$ cat src/rtl/pc_npc_sequencer_pkg.sv
// Shared constants for the PC/nPC sequencer: FSM state encoding, instruction size, BA cond code.
package pc_npc_sequencer_pkg;

  localparam logic [0:0]  ST_RUN     = 1'b0;
  localparam logic [0:0]  ST_TRAP    = 1'b1;
  localparam logic [31:0] INSN_BYTES = 32'd4;
  localparam logic [3:0]  COND_BA    = 4'b1000;

endpackage

$ cat src/rtl/pc_npc_sequencer_branch_target_adder.sv
// Bicc target: pc + word-scaled displacement, 32-bit wraparound.
module branch_target_adder (
  input  logic [31:0] i_pc,
  input  logic [31:0] i_disp_ext,
  output logic [31:0] o_target
);

  logic [1:0] w_unused_disp_hi;

  // The top two displacement bits fall off the word scaling.
  assign w_unused_disp_hi = i_disp_ext[31:30];
  assign o_target         = i_pc + {i_disp_ext[29:0], 2'b00};

endmodule

$ cat src/rtl/pc_npc_sequencer.sv
// SPARC PC/nPC sequencer with delayed control transfer and annul handling.
// Optional misaligned-target trap enabled by defining PC_ALIGN_TRAP_EN.
//
//   state | meaning
//   RUN   | normal sequencing, PC/nPC update on advance
//   TRAP  | misaligned target seen; PC/nPC frozen until trap_ack
module pc_npc_sequencer #(
  parameter logic [31:0] RESET_PC = 32'h0000_0000
) (
  input  logic        i_clk,
  input  logic        i_rst_n,
  input  logic        i_advance,
  input  logic [31:0] i_disp_ext,
  input  logic        i_is_bicc,
  input  logic        i_cond_true,
  input  logic        i_is_ba,
  input  logic        i_annul_bit,
  input  logic        i_is_jmpl,
  input  logic [31:0] i_jmpl_target,
  input  logic        i_trap_ack,
  output logic [31:0] o_pc,
  output logic [31:0] o_npc,
  output logic        o_annul_slot,
  output logic        o_align_trap
);

  import pc_npc_sequencer_pkg::*;

  logic [31:0] r_pc;
  logic [31:0] r_npc;
  logic        r_annul;
  logic [31:0] w_target;
  logic [31:0] w_next_pc;
  logic [31:0] w_next_npc;
  logic        w_next_annul;
  logic        w_check;
  logic        w_misalign;

  branch_target_adder u_bta (
    .i_pc       (r_pc),
    .i_disp_ext (i_disp_ext),
    .o_target   (w_target)
  );

  // An annulled slot always retires as a plain sequential step.
  always_comb begin
    w_next_pc    = r_npc;
    w_next_npc   = r_npc + INSN_BYTES;
    w_next_annul = 1'b0;
    w_check      = 1'b0;
    if (r_annul) begin
      w_check = 1'b0;
    end else if (i_is_jmpl) begin
      w_next_npc = i_jmpl_target;
      w_check    = 1'b1;
    end else if (i_is_bicc && i_is_ba && i_annul_bit) begin
      w_next_pc  = w_target;
      w_next_npc = w_target + INSN_BYTES;
      w_check    = 1'b1;
    end else if (i_is_bicc && i_cond_true) begin
      w_next_npc = w_target;
      w_check    = 1'b1;
    end else if (i_is_bicc && i_annul_bit) begin
      w_next_annul = 1'b1;
    end
  end

  assign w_misalign = w_check && (w_next_npc[1:0] != 2'b00);

`ifdef PC_ALIGN_TRAP_EN
  logic [0:0] r_state;
  logic       r_align_trap;

  always_ff @(posedge i_clk) begin
    if (!i_rst_n) begin
      r_pc         <= RESET_PC;
      r_npc        <= RESET_PC + INSN_BYTES;
      r_annul      <= 1'b0;
      r_align_trap <= 1'b0;
      r_state      <= ST_RUN;
    end else begin
      case (r_state)
        ST_RUN: begin
          if (i_advance) begin
            if (w_misalign) begin
              r_align_trap <= 1'b1;
              r_state      <= ST_TRAP;
            end else begin
              r_pc    <= w_next_pc;
              r_npc   <= w_next_npc;
              r_annul <= w_next_annul;
            end
          end
        end
        ST_TRAP: begin
          if (i_trap_ack) begin
            r_pc         <= RESET_PC;
            r_npc        <= RESET_PC + INSN_BYTES;
            r_annul      <= 1'b0;
            r_align_trap <= 1'b0;
            r_state      <= ST_RUN;
          end
        end
        default: r_state <= ST_RUN;
      endcase
    end
  end

  assign o_align_trap = r_align_trap;
`else
  logic w_unused_trap;

  assign w_unused_trap = i_trap_ack ^ w_misalign;

  always_ff @(posedge i_clk) begin
    if (!i_rst_n) begin
      r_pc    <= RESET_PC;
      r_npc   <= RESET_PC + INSN_BYTES;
      r_annul <= 1'b0;
    end else if (i_advance) begin
      r_pc    <= w_next_pc;
      r_npc   <= w_next_npc;
      r_annul <= w_next_annul;
    end
  end

  assign o_align_trap = 1'b0;
`endif

  assign o_pc         = r_pc;
  assign o_npc        = r_npc;
  assign o_annul_slot = r_annul;

endmodule

$ cat config.mk
export PLATFORM = sky130hd
export DESIGN_NAME = pc_npc_sequencer
export DESIGN_NICKNAME = d
export VERILOG_FILES = /design/src/rtl/pc_npc_sequencer_pkg.sv /design/src/rtl/pc_npc_sequencer_branch_target_adder.sv /design/src/rtl/pc_npc_sequencer.sv
export SDC_FILE = /design/constraint.sdc
export NUM_CORES = 1
export LEC_CHECK = 0
export ABC_AREA = 1
export CORE_ASPECT_RATIO = 0.7
export CORE_MARGIN = 8
export CORE_UTILIZATION = 25
export DETAILED_ROUTE_END_ITERATION = 7
export PLACE_DENSITY = 0.46
export SKIP_LAST_GASP = 1
export SYNTH_ARGS = -nofsm -noshare
export SYNTH_HDL_FRONTEND = slang
export SYNTH_SLANG_ARGS = --single-unit
$ cat constraint.sdc
create_clock -name i_clk -period 3.5 [get_ports i_clk]
set_input_delay 0.7 -clock i_clk [delete_from_list [all_inputs] [get_ports i_clk]]
set_output_delay 0.7 -clock i_clk [all_outputs]
set_load 0.005 [all_outputs]
==> results of run 1 <==
power by group:
group,internal [W],switching [W],total (W)
Clock,0.000602,0.000381,0.000983
Sequential,0.000789,0.0000834,0.000873
Combinational,0.000617,0.000732,0.00135
Total,0.00201,0.00120,0.00321
metal layers:
metal | part of all wire (%) | wire, um
met4 | 1.3 | 457
met1 | 51 | 18000
met2 | 41 | 14550
met3 | 6.3 | 2223
met5 | 0 | 0
timing repair:
item,4_1_cts,5_1_grt
endpoints found under the setup margin,4,20
pin swaps,0,23
gates resized for setup,3,51
setup buffers,0,7
flip-flops by register name, indices dropped and copies added (netlist names):
signal,flops
o_npc,32
o_pc,32
o_annul_slot,1
cells by family after synthesis:
logic type | after synthesis
AOI/OAI and AO/OA | 201
buffers and inverters | 235
DFF | 65
xor gates and xnor gates | 25
other | 1
and+or+nand+nor | 792
adders and majority gates | 32
synth_stat cells (all sizes together), types with 20 or more instances:
cell	n
clkbuf	32
nand4	25
o21ai	40
ha	31
o211ai	22
nor3	23
dfxtp	65
nor2	128
nand2	491
nand3	102
inv	190
xor2	20
a21oi	73
a31oi	29
through the flow:
step           TNS (ps)  util, %
6_report              0    36.99
5_1_grt          -1.763    36.99
3_3_place_gp      -5681    35.06
3_5_place_dp      -6467    35.06
2_1_floorplan         0        -
4_1_cts               0    36.10
layout make-up:
class	instances	area [sq um]	area share (%)
clock buffers	12	266.5	2.398
clock inverters	2	37.54	0.3378
inverters	195	732.0	6.586
multi-input cells	1051	5630	50.66
flip-flops and latches	65	1301	11.71
well taps	412	515.5	4.639
repair buffers	305	2630	23.67
worst paths after layout:
path / endpoint / slack [ps] / cells past startpoint
min: o_pc[0] / 510 / 2
min reg2reg: o_pc[0] / 510 / 2
max reg2reg: o_npc[28] / 410 / 21
max: o_npc[28] / 170 / 21
critical path: cells and delay by family:
family | cells | cell delay [ps]
AO/OA/AOI/OAI | 1 | 60
adder cells (fa/ha/maj) | 1 | 350
buffers and inverters | 3 | 640
AND/OR/NAND/NOR | 16 | 1800
==> flow_summary.json, run 1 <==
{
  "busiest_layer": "met2",
  "use_met2_pct": 28.68,
  "grt_max_degree": 50,
  "grt_usage_pct": 19.12,
  "synth_edf_count": 0,
  "cts_tree": "built",
  "die_y_um": 162.1,
  "grt_pass1_vias": 9256,
  "drt-vias-per-instance": 4.689,
  "place_ws_ps": -430.4,
  "cts_max_level": 3,
  "synthXorXnorAreaFrac_pct": 2.874,
  "path_clk_slew_ps": 60,
  "routedWlPerCell_um": 17.25,
  "yosysTopAreaCell": "nand2_1",
  "max_stage_delay_ps": 480,
  "synthTopCellsByArea": "nand2_1 (22%), dfxtp_1 (17%), inv_1 (9.0%)",
  "p_leak_nw": 5.032,
  "num_io_pins": 139,
  "yosysSeqAreaShare_pct": 17.08,
  "final_common_cell": "nand2_1",
  "antenna_found_initial": 0,
  "drt-initial-drc-count": 743,
  "totalWireLength_um": 35220,
  "critical_path_class": "input pin to register",
  "rows": 53,
  "dp.cells": 2021,
  "antenna_left": 0,
  "skew_ps": 9.550,
  "clock-sinks": 65,
  "slowest_stage": "clkdlybuf4s50_1",
  "fp.coreArea_sq_um": 30040,
  "crit_top_cell": "nand2_1",
  "synth_compound_area_share_pct": 16.12,
  "min_period_ps": 3325,
  "synth_flop_cell": "dfxtp_1",
  "gp_congestion": 0.9113,
  "design_area_sq_um": 11110,
  "synthesis.area_sq_um": 7620,
  "fin_crit_sh_pct": 95.01,
  "p_per_area_nw_per_um2": 288.4,
  "avgSynthCellArea_sq_um": 5.640,
  "finalSetupViolCount": 0,
  "met3_usage_pct": 4.648,
  "min_from": "o_npc[0]",
  "drive_gt1_share_pct": 20.25,
  "synthMuxAreaShare_pct": 0,
  "fin_nets": 1732,
  "area_delta_synth_final_pct": 45.85,
  "finalNonFillerCells": 2042,
  "finalHoldViolations": 0,
  "grt_util_met1_pct": 27.48,
  "r2r_start": "o_pc[2]",
  "async_flop_share_pct": 0,
  "final_cell_mix": "nand2_1 (451), inv_1 (176), buf_4 (169)",
  "hold_buffers": 0,
  "drc": 0,
  "slew_violations": 0,
  "grt-ovfl-total": 0,
  "worstPathRequired_ps": 3720,
  "grt_pass1_wl_um": 53790,
  "path_cells": "clkdlybuf4s50_1, inv_1, fa_2, inv_1, nand2_2, nand2_2, nand3_1, nand2_2, nand2_1, nand3b_1, nand2_2, nor2_2, nand2_1, nor2_1, nand3_1, nand2_1, nand2_1, nand2_1, nand2_1, nand2_1, a21oi_1",
  "worst_pin_slew_ps": 870.7,
  "startpoint_type": "input pin",
  "hold_path_class": "register to register",
  "diodes": 0,
  "fill_cells": 3325,
  "cap_violations": 0,
  "ys_warn_count": 0,
  "vias": 9575,
  "cp.arrival_ps": 3540,
  "syn_inst": 1351,
  "detailedRoute.firstPassIterationCount": 8,
  "numCtsBuffers": 9,
  "synth_fa_ha_area_share_pct": 5.353,
  "total_power_w": 0.003205,
  "placement.io_buffers": 134,
  "insertion_delay_ps": 360,
  "dieArea_sq_um": 36410,
  "die_x_um": 224.7,
  "end_kind": "register",
  "slew_headroom_pct": 41.60,
  "crit_start": "i_disp_ext[1]",
  "synth_top_area_share_pct": 22.32,
  "synth_top_family_by_area": "simple AND/OR/NAND/NOR gates",
  "yosysUniqueCellTypes": 46,
  "vdd_drop_max_uv": 169.6,
  "dp_hpwl_um": 28910,
  "fin_ws_ps": 174.5,
  "critPathMaxFanout": 5,
  "synth_fp_nets": 1456,
  "yosys.area_share.simple_pct": 46.65,
  "placed_cell_area_sq_um": 10530,
  "hold_ws_ps": 510.9,
  "clk_path_buf_depth": 2,
  "fmax_ghz": 0.3007,
  "start_util_pct": 25.37,
  "cts-root-buf": "clkbuf_16",
  "synth_seq_cells": 65,
  "outcome": "finished, final reports clean"
}
Power figures use the tool's default switching activity.
==> run 2: changes to the inputs <==
Settings changed: CAP_MARGIN set to 20.
==> results of run 2 <==
The final DEF is identical to that of run 1; final timing and power are the same.
